<file path="src/rtl/tdm_pkg.sv">
// Shared types for the TDM lane demultiplexer: slot encoding (same as the mux sel) and receiver states.
package tdm_pkg;

   typedef logic [1:0] slot_t;

   localparam slot_t SLOT_A = 2'b00;
   localparam slot_t SLOT_B = 2'b01;
   localparam slot_t SLOT_C = 2'b10;
   localparam slot_t SLOT_D = 2'b11;

   typedef enum logic {HUNT, LOCKED} tdm_state_t;

endpackage

</file>
<file path="src/rtl/tdm_slot_ctr.sv">
// 2-bit wrapping slot counter: load jumps to slot 01 (the beat after a frame start), en advances.
module tdm_slot_ctr
   import tdm_pkg::*;
(
   input  logic  clk,
   input  logic  reset,
   input  logic  load,
   input  logic  en,
   output slot_t sel
);

   slot_t sel_reg;

   always_ff @(posedge clk) begin
      if (reset)
         sel_reg <= SLOT_A;
      else if (load)
         sel_reg <= SLOT_B;
      else if (en)
         sel_reg <= sel_reg + 2'd1;
   end

   assign sel = sel_reg;

endmodule

</file>
<file path="src/rtl/tdm_demux4.sv">
// Receive side of the 4:1 TDM lane link: frame-aligned demux into lanes a..d with atomic frame update.
// Optional macro TDM_SYNC_ERR_EN adds the sync_err pulse output.
module tdm_demux4
   import tdm_pkg::*;
#(
   parameter int WIDTH = 4
) (
   input  logic             clk,
   input  logic             reset,
   input  logic [WIDTH-1:0] din,
   input  logic             din_valid,
   input  logic             sync,
   output logic [WIDTH-1:0] a,
   output logic [WIDTH-1:0] b,
   output logic [WIDTH-1:0] c,
   output logic [WIDTH-1:0] d,
   output logic             frame_valid,
   output logic [1:0]       sel,
   output logic             locked
`ifdef TDM_SYNC_ERR_EN
   ,
   output logic             sync_err
`endif
);

   tdm_state_t       state_reg, state_next;
   logic             ctr_load, ctr_en, frame_done;
   slot_t            slot;
   logic [WIDTH-1:0] stage_reg [0:2];

   tdm_slot_ctr u_ctr (
      .clk   (clk),
      .reset (reset),
      .load  (ctr_load),
      .en    (ctr_en),
      .sel   (slot)
   );

   // A sync anywhere but slot 00 restarts the frame; the counter load doubles as the resync.
   always_comb begin
      state_next = state_reg;
      ctr_load   = 1'b0;
      ctr_en     = 1'b0;
      if (din_valid) begin
         case (state_reg)
            HUNT: begin
               if (sync) begin
                  ctr_load   = 1'b1;
                  state_next = LOCKED;
               end
            end
            LOCKED: begin
               if (sync && slot != SLOT_A)
                  ctr_load = 1'b1;
               else
                  ctr_en = 1'b1;
            end
            default: state_next = HUNT;
         endcase
      end
   end

   assign frame_done = ctr_en && (slot == SLOT_D);

   always_ff @(posedge clk) begin
      if (reset)
         state_reg <= HUNT;
      else
         state_reg <= state_next;
   end

   // Slot 11 is never staged: it goes straight to d on the completing edge.
   for (genvar gi = 0; gi < 3; gi++) begin : g_stage
      always_ff @(posedge clk) begin
         if (reset)
            stage_reg[gi] <= '0;
         else if ((ctr_load && gi == 0) || (ctr_en && slot == slot_t'(gi)))
            stage_reg[gi] <= din;
      end
   end

   always_ff @(posedge clk) begin
      if (reset) begin
         a           <= '0;
         b           <= '0;
         c           <= '0;
         d           <= '0;
         frame_valid <= 1'b0;
      end else begin
         frame_valid <= frame_done;
         if (frame_done) begin
            a <= stage_reg[SLOT_A];
            b <= stage_reg[SLOT_B];
            c <= stage_reg[SLOT_C];
            d <= din;
         end
      end
   end

`ifdef TDM_SYNC_ERR_EN
   // Flags a sync off slot 00, and a missing sync where a frame should start.
   always_ff @(posedge clk) begin
      if (reset)
         sync_err <= 1'b0;
      else
         sync_err <= din_valid && (state_reg == LOCKED) &&
                     ((sync && slot != SLOT_A) || (!sync && slot == SLOT_A));
   end
`endif

   assign sel    = slot;
   assign locked = (state_reg == LOCKED);

endmodule

</file>
<file path="config.mk">
export PLATFORM = sky130hd
export DESIGN_NAME = tdm_demux4
export DESIGN_NICKNAME = d
export VERILOG_FILES = /design/src/rtl/tdm_pkg.sv /design/src/rtl/tdm_slot_ctr.sv /design/src/rtl/tdm_demux4.sv
export SDC_FILE = /design/constraint.sdc
export NUM_CORES = 1
export LEC_CHECK = 0
export BUFFER_PORTS_ARGS = -buffer_cell sky130_fd_sc_hd__clkbuf_2
export CAP_MARGIN = 20
export CORE_MARGIN = 2
export CORE_UTILIZATION = 24
export CTS_CLUSTER_DIAMETER = 150
export CTS_CLUSTER_SIZE = 40
export DETAILED_ROUTE_END_ITERATION = 12
export GPL_TIMING_DRIVEN = 0
export PLACE_DENSITY_LB_ADDON = 0.1
export SETUP_SLACK_MARGIN = 0.1
export SYNTH_ARGS = -nofsm -noshare
export SYNTH_HDL_FRONTEND = slang
export SYNTH_SLANG_ARGS = --single-unit
</file>
<file path="constraint.sdc">
create_clock -name clk -period 1.4 [get_ports clk]
set_input_delay 0.21 -clock clk [delete_from_list [all_inputs] [get_ports clk]]
set_output_delay 0.21 -clock clk [all_outputs]
set_load 0.03 [all_outputs]
</file>
==> flow_metrics.env <==
export IMPL_fp_dieH_um=81.7
export IMPL_hold_class="in2reg"
export IMPL_finalWirelength_um=3100
export IMPL_max_cap_viol_count=0
export IMPL_syn_to_final_growth_pct=35.8
export IMPL_clk_pin_slew_ns=0.07
export IMPL_antenna_found_initial=0
export IMPL_globalplace_congestion=0.760
export IMPL_startpoint_type="flop"
export IMPL_power_leakage_nw=0.749
export IMPL_syn_area_sq_um=1450
export IMPL_status="finished with violations"
export IMPL_r2r_cells=6
export IMPL_drive_gt1_share_pct=35.7
export IMPL_worst_pin_slew_ns=0.468
export IMPL_yosysSeqAreaShare_pct=52.5
export IMPL_cts_tree="built"
export IMPL_ys_ff_latch=32
export IMPL_p_per_area_nw_per_um2=982
export IMPL_gr_total_overflow=0
export IMPL_crit_path_start="u_ctr.sel[0]"
export IMPL_via_count=1007
export IMPL_synth_cells=127
export IMPL_min_path_cells=3
export IMPL_largest_register_ff_count=12
export IMPL_reg2reg_slack_ns=-0.08
export IMPL_fillers=622
export IMPL_timing_hold_ws_ns=0.227
export IMPL_die_area_sq_um=6680
export IMPL_portBuffers=27
export IMPL_multi_input_area_sq_um=701
export IMPL_numCtsBuffers=5
export IMPL_rows=28
export IMPL_synth_area_per_cell_sq_um=11.4
export IMPL_seq_area_sq_um=769
export IMPL_dp_hpwl_um=2150
export IMPL_r2r_start="u_ctr.sel[0]"
export IMPL_hold_viol=0
export IMPL_nets=183
export IMPL_die_w_um=81.7
export IMPL_worstHoldStart="din[2]"
export IMPL_core_area_sq_um=5890
export IMPL_setup_viol=32
export IMPL_drt_initial_drc_count=20
export IMPL_placed_cells=229
export IMPL_final_cells=246
export IMPL_gr_usage_all_layers_pct=10.8
export IMPL_ir_worst_vdd_mv=0.322
export IMPL_arrival_ns=1.46
export IMPL_cts_buffer_depth=2
export IMPL_insertion_delay_ns=0.28
export IMPL_rsz0062_at_grt="yes"
export IMPL_slew_viol_final=0
export IMPL_ioPinCount=28
export IMPL_antenna_cells=0
export IMPL_wire_per_inst_um=12.6
export IMPL_dr_pass1_iters=4
export IMPL_synth_warnings=0
export IMPL_critical_path_required_ns=1.37
export IMPL_final_period_utilization_pct=106
export IMPL_cts_hold_buf=0
export IMPL_timing_rr_end="stage_reg[2][2]"
export IMPL_clockRootBuffer="clkbuf_8"
export IMPL_slew_headroom_pct=68.8
export IMPL_violations="setup timing"
export IMPL_grt_pass1_vias=1023
export IMPL_detail_route_vias_per_cell=4.09
export IMPL_grt_pass1_wl_um=5180
export IMPL_critPathKind="reg2reg"
export IMPL_synth_fp_nets=139
export IMPL_cts_sinks=32
export IMPL_detail_route_antenna_nets=0
export IMPL_synth_cell_types=26
export IMPL_worstPathMaxFanout=4
export IMPL_fmax_mhz=674
export IMPL_grt_max_degree=11
export IMPL_initial_core_util_pct=24.6
export IMPL_route_detailed_drc=0
export IMPL_htree_levels=2
export IMPL_finClkSkew_ns=0.00890
export IMPL_holdPathEnd="d[2]"
export IMPL_min_period_ns=1.48
export IMPL_worst_slack_ns=-0.0839
export IMPL_endpoint_kind="flop"
[worst max path at each step]
stage                      endpoint  slack (ns)  cells after the start
floorplan                      b[0]       -0.07                      7
global placement    stage_reg[2][1]       -0.24                      5
detailed placement  stage_reg[2][1]       -0.29                      5
CTS                            a[2]       -0.07                      7
global route                   a[2]       -0.15                      7
finish              stage_reg[2][2]       -0.08                      6
[through the flow]
step	utilization (%)	area [sq um]	power [mW]	setup slack (ns)	setup TNS [ns]
floorplan	-	1480	1.10	-0.0670	-1.07
global placement	29.0	1710	1.15	-0.239	-2.96
detailed placement	29.0	1710	1.16	-0.286	-3.49
CTS	33.1	1950	1.95	-0.0715	-1.64
global route	33.5	1970	2.03	-0.149	-3.52
finish	33.5	1970	1.93	-0.0839	-1.03
[routing by layer]
layer	GRT usage [%]	part of all wire, %	vias to the layer above	routed length (um)
li1	-	-	515	-
met1	12.4	44	466	1350
met2	18.2	50	19	1550
met3	3.74	4.4	7	136
met4	4.50	1.9	0	59
met5	0	0	-	0
[cell families (layout without fill, tap and decap cells)]
| family | Yosys count | in the layout | synth area share, % |
|---|---|---|---|
| flops | 32 | 32 | 52.5 |
| buf+inv | 8 | 52 | 3.71 |
| compound gates | 10 | 10 | 4.23 |
| simple gates | 57 | 57 | 25.1 |
| fa+ha+maj | 4 | 4 | 3.45 |
| mux | 16 | 16 | 11.0 |
[cell type report]
type | count | area share, %
buffer | 6 | 2.35
multi-input combinational | 87 | 35.6
tap | 75 | 4.76
sequential | 32 | 39.1
timing repair buffer | 37 | 12.7
inverter | 2 | 0.635
clock buffer | 7 | 4.89
[worst max-delay path: stages, from the launching register on]
cell and delay, ns:
dfxtp_4 0.35, inv_4 0.06, ha_4 0.12, and2b_4 0.20, buf_6 0.13, nor2_4 0.11
a21o_1 0.22
[synthesized netlist by cell type]
library cell | number | area [sq um]
a21boi_0 | 1 | 7.51
a21o_1 | 2 | 15.0
a21oi_1 | 3 | 15.0
a31oi_1 | 1 | 6.26
and2_1 | 12 | 75.1
and2b_4 | 1 | 10.0
buf_12 | 1 | 20.0
buf_6 | 1 | 11.3
clkbuf_1 | 4 | 15.0
dfxtp_1 | 20 | 400
edfxtp_1 | 12 | 360
ha_1 | 4 | 50.1
inv_1 | 2 | 7.51
mux2i_1 | 16 | 160
nand2_1 | 2 | 7.51
nand2_2 | 1 | 6.26
nand2b_1 | 32 | 200
nand3_1 | 1 | 5.00
nor2_1 | 2 | 7.51
nor2b_1 | 1 | 6.26
nor3b_1 | 1 | 7.51
nor3b_2 | 1 | 12.5
nor4b_1 | 2 | 17.5
o211ai_1 | 1 | 7.51
o21ai_0 | 2 | 10.0
or3b_1 | 1 | 8.76
[timing repair]
action / 4_1_cts / 5_1_grt
setup buffers: 8 / 1
pin swaps: 7 / 11
setup endpoints to repair: 42 / 43
cloned: 1 / 0
gates resized for setup: 9 / 3
[power breakdown]
| part | switching [mW] | total, mW | leakage, nW | internal (mW) |
|---|---|---|---|---|
| logic | 0.0939 | 0.172 | 0.410 | 0.0781 |
| registers | 0.0110 | 0.998 | 0.289 | 0.987 |
| clock network | 0.327 | 0.765 | 0.0503 | 0.438 |
| total | 0.432 | 1.93 | 0.749 | 1.50 |
[layout by cell type (no fill, tap or decap), drive strengths merged]
cell / n
clkbuf: 38
nand2b: 32
dfxtp: 20
mux2i: 16
and2: 12
edfxtp: 12
buf: 12
ha: 4
a21oi: 3
nand2: 3
nor3b: 2
o21ai: 2
inv: 2
nor4b: 2
nor2: 2
a21o: 2
a31oi: 1
nand3: 1
and2b: 1
or3b: 1
a21boi: 1
o211ai: 1
nor2b: 1
(Power assumes the default switching activity.)
